**config.mk**
```make
export PLATFORM = sky130hd
export DESIGN_NAME = sim_watchdog
export DESIGN_NICKNAME = d
export VERILOG_FILES = /design/src/rtl/sim_watchdog_pkg.sv /design/src/rtl/sim_watchdog_prescaler.sv /design/src/rtl/sim_watchdog.sv
export SDC_FILE = /design/constraint.sdc
export NUM_CORES = 1
export LEC_CHECK = 0
export CORE_MARGIN = 1
export CORE_UTILIZATION = 30
export DETAILED_ROUTE_END_ITERATION = 10
export GPL_ROUTABILITY_DRIVEN = 0
export PLACE_DENSITY_LB_ADDON = 0.12
export SLEW_MARGIN = 20
export SYNTH_ARGS = -nofsm -noshare
export SYNTH_HDL_FRONTEND = slang
export SYNTH_SLANG_ARGS = --single-unit
```
**constraint.sdc**
```tcl
create_clock -name clk -period 3.8 [get_ports clk]
set_clock_uncertainty 0.1 [all_clocks]
set_input_delay 1.14 -clock clk [delete_from_list [all_inputs] [get_ports clk]]
set_output_delay 1.14 -clock clk [all_outputs]
set_load 0.01 [all_outputs]
```
**src/rtl/sim_watchdog_pkg.sv**
```systemverilog
// Shared types and defaults for the simulation watchdog.
package sim_watchdog_pkg;

  localparam int WD_CNT_W_DEF    = 32;
  localparam int WD_PRESCALE_DEF = 1000;
  localparam int WD_PROGRESS_DEF = 1000;

  typedef enum logic [1:0] {
    WD_IDLE    = 2'd0,
    WD_ARMED   = 2'd1,
    WD_EXPIRED = 2'd2,
    WD_EARLY   = 2'd3
  } wd_state_t;

  // Counter width for a modulo-n counter; never narrower than one bit.
  function automatic int wd_cnt_w(input int n);
    return (n > 1) ? $clog2(n) : 1;
  endfunction

endpackage

```
**src/rtl/sim_watchdog_prescaler.sv**
```systemverilog
// Divides clk into counting units: unit_stb_o is high on the last cycle of each unit.
module wd_prescaler
  import sim_watchdog_pkg::*;
#(
  parameter int PRESCALE = WD_PRESCALE_DEF
) (
  input  logic clk,
  input  logic rst_n,
  input  logic en_i,
  input  logic clr_i,
  output logic unit_stb_o
);

  localparam int              PW   = wd_cnt_w(PRESCALE);
  localparam logic [PW-1:0]   LAST = PW'(PRESCALE - 1);

  logic [PW-1:0] cnt_q, cnt_d;

  assign unit_stb_o = en_i && (cnt_q == LAST);

  always_comb begin
    cnt_d = cnt_q;
    if (clr_i)     cnt_d = '0;
    else if (en_i) cnt_d = unit_stb_o ? '0 : cnt_q + 1'b1;
  end

  always_ff @(posedge clk or negedge rst_n) begin
    if (!rst_n) cnt_q <= '0;
    else        cnt_q <= cnt_d;
  end

endmodule

```
**src/rtl/sim_watchdog.sv**
```systemverilog
// Kickable watchdog with periodic progress tick and sticky expiry flag.
// Define SIM_WATCHDOG_WINDOW_EN for window mode (kicks in the first half of the window are faults).
module sim_watchdog
  import sim_watchdog_pkg::*;
#(
  parameter int CNT_W          = WD_CNT_W_DEF,
  parameter int PRESCALE       = WD_PRESCALE_DEF,
  parameter int PROGRESS_UNITS = WD_PROGRESS_DEF
) (
  input  logic             clk,
  input  logic             rst_n,
  input  logic             arm_i,
  input  logic             disarm_i,
  input  logic             kick_i,
  input  logic [CNT_W-1:0] timeout_units_i,
  output logic             tick_o,
  output logic             expired_o,
  output logic [1:0]       state_o,
  output logic [CNT_W-1:0] units_o
);

  localparam int            GW        = wd_cnt_w(PROGRESS_UNITS);
  localparam logic [GW-1:0] PROG_LAST = GW'(PROGRESS_UNITS - 1);

  wd_state_t        state_q;
  logic [CNT_W-1:0] limit_q;
  logic [CNT_W-1:0] units_q;
  logic [GW-1:0]    prog_q;
  logic             tick_q;
  logic             expired_q;

  logic unit_stb;
  logic presc_en;
  logic presc_clr;
  logic kick_early;
  logic prog_wrap;

`ifdef SIM_WATCHDOG_WINDOW_EN
  assign kick_early = units_q < (limit_q >> 1);
`else
  assign kick_early = 1'b0;
`endif

  assign presc_en  = (state_q == WD_ARMED);
  assign presc_clr = disarm_i
                   | (arm_i && (state_q == WD_IDLE || state_q == WD_ARMED))
                   | (kick_i && state_q == WD_ARMED && !kick_early);
  assign prog_wrap = (prog_q == PROG_LAST);

  wd_prescaler #(.PRESCALE(PRESCALE)) u_presc (
    .clk        (clk),
    .rst_n      (rst_n),
    .en_i       (presc_en),
    .clr_i      (presc_clr),
    .unit_stb_o (unit_stb)
  );

  always_ff @(posedge clk or negedge rst_n) begin
    if (!rst_n) begin
      state_q   <= WD_IDLE;
      limit_q   <= '0;
      units_q   <= '0;
      prog_q    <= '0;
      tick_q    <= 1'b0;
      expired_q <= 1'b0;
    end else begin
      tick_q <= 1'b0;
      case (state_q)
        WD_IDLE: begin
          if (arm_i && !disarm_i) begin
            state_q <= WD_ARMED;
            limit_q <= timeout_units_i;
            units_q <= '0;
            prog_q  <= '0;
          end
        end
        WD_ARMED: begin
          if (disarm_i) begin
            state_q <= WD_IDLE;
            prog_q  <= '0;
          end else if (arm_i) begin
            limit_q <= timeout_units_i;
            units_q <= '0;
            prog_q  <= '0;
          end else if (kick_i && kick_early) begin
            state_q   <= WD_EARLY;
            expired_q <= 1'b1;
          end else begin
            // Progress measures total armed time, so kicks do not disturb it.
            if (unit_stb) begin
              prog_q <= prog_wrap ? '0 : prog_q + 1'b1;
              tick_q <= prog_wrap;
            end
            if (kick_i) begin
              units_q <= '0;
            end else if (limit_q == '0) begin
              state_q <= WD_EXPIRED;
            end else if (unit_stb) begin
              if (units_q != '1) units_q <= units_q + 1'b1;
              if (units_q == limit_q - 1'b1) state_q <= WD_EXPIRED;
            end
          end
        end
        WD_EXPIRED, WD_EARLY: begin
          if (disarm_i) begin
            state_q   <= WD_IDLE;
            expired_q <= 1'b0;
            prog_q    <= '0;
          end else begin
            expired_q <= 1'b1;
          end
        end
        default: state_q <= WD_IDLE;
      endcase
    end
  end

  assign tick_o    = tick_q;
  assign expired_o = expired_q;
  assign state_o   = state_q;
  assign units_o   = units_q;

endmodule

```
Word level (Yosys, flattened, before mapping)
Cells that the tools add are included.

storage, ports and cells
  register bits after elaboration = 88
  bits in latches = 0
  memory bits (writable) = 0
  bits in read-only memories = 0
  input port bits = 37
  output and inout port bits = 36
  logic and storage cells = 83
  memories kept = 0

operators by class
  add/subtract/negate cells = 4
  multiply operators = 0
  div/mod/pow operators = 0
  $lt $le $gt $ge = 0
  eq/ne operators = 19
  shift operators = 0
  muxes and demuxes = 36
  bitwise logic cells = 2
  reduce and logical (&&, ||, !) cells = 15

operator list
  operator                                            count
  two-way mux 32 bit                                  10
  one-hot mux 32 bit (2 select lines)                 2
  two-way mux 10 bit                                  9
  adder 32 x 1 -> 32 bit, second input constant       1
  == test 32 bit                                      1
  logical NOT 32 bit                                  1
  inequality test 32 bit, second input constant       1
  subtractor 32 x 1 -> 32 bit, second input constant  1
  one-hot mux 10 bit (3 select lines)                 1
  inequality test 4 bit, second input constant        6
  adder 10 x 1 -> 10 bit, second input constant       2
  == test 10 bit, second input constant               2
  two-way mux 2 bit                                   8
  AND reduction 6 bit                                 2
  inequality test 2 bit, second input constant        3
  inequality test 3 bit, second input constant        2
  one-hot mux 2 bit (3 select lines)                  1
  two-way mux 1 bit                                   5
  == test 2 bit, second input constant                2
  logical AND 1 bit                                   4
  AND reduction 4 bit                                 1
  nonzero test 2 bit                                  2
  AND reduction 3 bit                                 1
  == test 2 x 1 -> 1 bit, second input constant       1
  other kinds (6)                                     7

Logic depth before layout (Yosys ltp)
  depth after elaboration = 9
  mapped depth = 11
  gate-level depth less buffers = 10

Cells and area by module
Synthesis repeated with hierarchy kept, for this count alone.

second synthesis, totals
  cells, all modules = 573
  area, all modules = 5408.9 um^2

by module, submodules not included
  module        times used  cells an instance  area an instance (um^2)  seq. area each (um^2)
  sim_watchdog  1           518                4873.4                   1951.9
  wd_prescaler  1           55                 535.5                    250.2

Worst setup path after synthesis
No wires, ideal clock.

  kind = input port to flip-flop
  from = in disarm_i
  to = reg units_q[24], in the netlist units_o[24]
  library setup time = 0.132 ns
  arrival = 2.849 ns
  required time = 3.568 ns
  path slack = 0.719 ns
  stages on the path = 10
  buffers on the path = 2
  cells stage by stage = clkbuf_2 > nor2_1 > o21ai_1 > a311oi_1 > a21oi_2 > nand2b_1 > buf_2 > nor4_1 > xnor2_1 > nor2_1

between the ends
  longest elaborated chain between the ends = 4
  elaborated cells between the ends (all ways) = 5
  those cells by class = eq/ne: 2; reduce/logical: 3

ends and longest elaborated chain
  what                                      RTL line            source
  from (decl)                               sim_watchdog.sv:13  input logic disarm_i,
  logical NOT 1 bit                         sim_watchdog.sv:70  if (arm_i && !disarm_i) begin
  logical AND 1 bit                         sim_watchdog.sv:70
  inequality test 2 x 1 -> 1 bit (no line)  n/a
  AND reduction 6 bit (no line) *           n/a
  to (signal assigned)                      sim_watchdog.sv:99  if (units_q != '1) units_q <= units_q + 1'b1;
  to (decl)                                 sim_watchdog.sv:27  logic [CNT_W-1:0] units_q;

Every way passes the cells marked *; elsewhere a longest branch is shown, timed or not.
A chain may end at the register's enable or synchronous reset.

Worst setup path after layout
  from = in arm_i
  to = reg units_q[6], in the netlist units_o[6]

between the ends
  longest elaborated chain between the ends = 3
  elaborated cells between the ends (all ways) = 9
  those cells by class = eq/ne: 4; mux: 3; reduce/logical: 2

ends and longest elaborated chain
  what                                                                               RTL line                                source
  from (decl)                                                                        sim_watchdog.sv:12                      input logic arm_i,
  two-way mux 32 bit / logical AND 1 bit (equally long branches)                     sim_watchdog.sv:81, sim_watchdog.sv:70
  two-way mux 32 bit / inequality test 2 x 1 -> 1 bit (equally long branches)        n/a
  one-hot mux 32 bit (2 select lines) / AND reduction 6 bit (equally long branches)  n/a

Parallel ways exist; a longest one is shown, timed or not. The select of a mux whose other input is x is not followed.

==> results.md <==
Run status:
- The run finished, with violations left.
- The checks that failed: DRC.

Floorplanning:
- The die covers 19,130 um^2.
- The width of the chip is 138.3 um.
- The number of placement rows is 49.
- 73 I/O pins were placed.
- The initial standard-cell utilization of the core is 30.82%.
- The core outline area is 18,090 um^2.
- Measured along the y axis, the die boundary spans 138.3 um.

GRT:
- The number of antenna violations at the first check in global routing is 0.
- The largest net degree at the start of global routing is 49.
- For this run, the total global-route usage over all layers was measured as 17.49%.
- The number of global-route vias before repair was 4,700.
- Global routing finished with a remaining overflow of 0.
- The first global-routing pass estimated 25,950 um of wire.

Route:
- Using the TritonRoute via totals, the vias-per-cell ratio works out to 5.251.
- Before antenna repair, the detailed router went through 8 iterations.
- The final route contains 4,763 vias.
- For this block, the initial DRC count from the detailed router was 256.
- The routed length per instance is 17.57 um.
- The total detailed-routing wirelength is 15,940 um.
- The post-detailed-route count of antenna-violating nets is 0.
- The total DRC errors in the routed layout is 10.

Yosys:
- The library cell occupying the most area in the post-synthesis netlist is sky130_fd_sc_hd__dfrtp_1.
- The most instantiated flip-flop cell in the synthesis netlist is sky130_fd_sc_hd__dfrtp_1.
- Sequential cells were found to cover 39.51% of the synthesized design area.
- The cell area after technology mapping is 5574 um^2.
- The synthesized area divided by synthesized cell count is 9.229 um^2.
- Counting instances in the post-synthesis netlist gives the leading cell types as sky130_fd_sc_hd__dfrtp_1, sky130_fd_sc_hd__nor2_1, sky130_fd_sc_hd__o21ai_0, sky130_fd_sc_hd__nand2_1, sky130_fd_sc_hd__xnor2_1.
- After synthesis, the netlist uses 61 different library cells.
- The number of flops mapped to enable cells by yosys is 0.
- After technology mapping, the gate count stands at 604.
- The number of synthesized register bits is 88.
- The most common cell in the synthesized netlist is sky130_fd_sc_hd__dfrtp_1.
- Yosys printed 0 warnings.
- The top cell type by area accounts for 39.51% of the synthesized area.
- The synthesized net count is 646.
- Yosys attributes the largest share of cell area to sky130_fd_sc_hd__dfrtp_1, sky130_fd_sc_hd__mux2_2, sky130_fd_sc_hd__xnor2_1, sky130_fd_sc_hd__xor2_1, sky130_fd_sc_hd__o21ai_0.
- The async set-reset flop share out of synthesis is 100.0%.

STA:
- The worst pin sits at a relative slew slack of 52.75%.
- Setup repair after global routing left no endpoint under its margin.
- Subtracting the final worst setup slack from the clock period gives 3371 ps.
- After routing, the total negative slack on setup checks comes to 0 ps.
- At the pin with the least slew margin, the transition time is 702.3 ps.
- In the finished design, the share of the clock period the worst path needs comes to 88.71%.
- The number of max-slew violations in the final report is 0.
- The achievable clock frequency is 296.6 MHz.
- Setup violations remaining at the end of the flow were counted as 0.
- Once routing completed, OpenROAD measured the worst setup slack at 428.9 ps.
- The number of hold-slack violations in the final timing report came to 0.

Critical path:
- The critical path data required time is 3940 ps.
- The endpoint class of the critical path is a flip-flop.
- For the worst setup path, the data arrival time is 3510 ps.
- The setup path with the least slack is of type in -> reg.
- STA classifies the critical path startpoint as an input pin.
- The maximum fanout count along the critical path is 9.

Clocking:
- CTS saw 88 sinks.
- After clock tree synthesis, the setup repair step added 0 buffers.
- The number of hold buffers added after CTS was 0.
- The H-tree generated during clock tree synthesis spans 3 levels.
- Clock latency on the worst-skew pair, taken at its later pin, is 350 ps.
- Post-CTS repair changed the size of 0 cells.
- The root buffer cell chosen for the clock tree is sky130_fd_sc_hd__clkbuf_16.
- In this run the deepest clock path goes through 2 buffers.
- The clock buffer count from CTS is 9.
- The clock tree from TritonCTS is done.
- Clock-pin slew was measured on the worst setup and hold paths at 60 ps.

Power and ir drop:
- Power spread over the standard cell area amounts to 337.6 nW/um^2.
- The analysis attributes to cell leakage a power of 2.571 nW.
- The worst vdd rail ir drop is 0.2041 mV.
- Internal power comes to 1.618 mW.
- Per report_power, the sequential group accounts for 48.4% of the total.
- The analysis attributes to net switching a power of 0.6698 mW.
- The switching part of the total is 29.28%.
- The part of the total power dissipated in the clock network is 35.3%.
- Combinational logic is responsible for 16.2% of the overall power.

Layout:
- The antenna diode count is 0.
- The number of nets at the end of the flow is 716.
- The ratio of cells with drive above 1 in the final layout is 11.80%.
- The layout-stage area growth over the synthesis result is 21.55%.

Placement:
- The HPWL after detailed placement is 12,070 um.
- OpenSTA, run right after detailed placement, puts the worst setup slack at 156.8 ps.
- The number of port buffers is 72.

Flow run:
- Max-cap violations in this run came to 0.

Hold path:
- The class of the tightest hold or removal check is reg -> reg.
==> critical path, cell delays in order <==
cell                              delay (ps)
sky130_fd_sc_hd__clkdlybuf4s50_1         580
sky130_fd_sc_hd__o21ai_1                 190
sky130_fd_sc_hd__buf_4                   200
sky130_fd_sc_hd__nor4_1                  310
sky130_fd_sc_hd__o311ai_2                270
sky130_fd_sc_hd__o21ai_0                 220
sky130_fd_sc_hd__buf_4                   240
sky130_fd_sc_hd__nand2_1                 100
sky130_fd_sc_hd__o41ai_1                 260
==> placed cells by master, fill, tap and decap left out, types with 9 or more instances in the layout <==
cell                              count
sky130_fd_sc_hd__a21oi_1             11
sky130_fd_sc_hd__and3_1              10
sky130_fd_sc_hd__buf_4               13
sky130_fd_sc_hd__clkbuf_16            9
sky130_fd_sc_hd__clkdlybuf4s50_1     71
sky130_fd_sc_hd__dfrtp_1             88
sky130_fd_sc_hd__inv_1               19
sky130_fd_sc_hd__mux2_2              30
sky130_fd_sc_hd__mux2i_1             10
sky130_fd_sc_hd__nand2_1             44
sky130_fd_sc_hd__nand2b_1            10
sky130_fd_sc_hd__nand3_1             31
sky130_fd_sc_hd__nand4_1             19
sky130_fd_sc_hd__nor2_1              64
sky130_fd_sc_hd__nor3_1              20
sky130_fd_sc_hd__nor4_1              17
sky130_fd_sc_hd__o21ai_0             48
sky130_fd_sc_hd__xnor2_1             36
sky130_fd_sc_hd__xor2_1              28
==> registers in the layout, summed over array words and instances (netlist names) <==
| name | count |
|---|---|
| units_o | 32 |
| state_o | 2 |
| tick_o | 1 |
| expired_o | 1 |
| limit_q | 32 |
| prog_q | 10 |
| u_presc.cnt_q | 10 |
==> per-layer routing <==
metal	vias to the layer above	GRT usage (%)	routed length, um
met5	-	0	0
li1	2316	-	-
met4	0	5.500	277
met3	15	3.602	572
met1	2350	24.41	7887
met2	82	27.01	7202
==> layout make-up <==
class                           count  area [um^2]
Clock inverter                      3        20.02
Clock buffer                       12        236.5
Timing Repair Buffer               85        828.3
Fill cell                        1824        11310
Multi-Input combinational cell    471         3131
Inverter                           19        71.32
Sequential cell                    88         2202
Tap cell                          229        286.5
==> cells by family after synthesis <==
family,synth area share (%)
flops,39.51
xor+xnor,10.06
buf+inv,4.332
compound gates,10.17
fa+ha+maj,1.122
simple gates,26.96
mux,7.856
==> through the flow <==
| stage | cells | total power [mW] | hold slack [ps] | area, um^2 | utilization (%) |
|---|---|---|---|---|---|
| 4_1_cts | 907 | 2.328 | 403.9 | 6775 | 37.46 |
| 5_1_grt | 907 | 2.412 | 439.0 | 6775 | 37.46 |
| 6_report | 907 | 2.287 | 401.4 | 6775 | 37.46 |
| 3_5_place_dp | 892 | 1.498 | 397.1 | 6519 | 36.04 |
| 3_3_place_gp | 892 | 1.492 | 391.5 | 6519 | 36.04 |
| 2_1_floorplan | 604 | 1.360 | 359.8 | 5574 | - |
==> final timing paths <==
path	depth (start not counted)	start	endpoint	slack, ps
min in group asynchronous	1	rst_n	prog_q[4]	660
setup / recovery	9	arm_i	units_o[6]	430
hold reg to reg	1	u_presc.cnt_q[6]	u_presc.cnt_q[6]	400
hold / removal	1	u_presc.cnt_q[6]	u_presc.cnt_q[6]	400
setup reg to reg	9	limit_q[4]	units_o[30]	690
max in group asynchronous	2	rst_n	units_o[28]	2270
==> power by group through the flow <==
stage | combinational [mW] | clock (mW) | sequential, mW
after floorplan | 0.291 | 0 | 1.07
after global placement | 0.369 | 0 | 1.12
after detailed placement | 0.374 | 0 | 1.12
after CTS | 0.375 | 0.844 | 1.11
after global routing | 0.415 | 0.876 | 1.12
final | 0.371 | 0.809 | 1.11
Note: power is estimated with default switching activity, not from simulation.
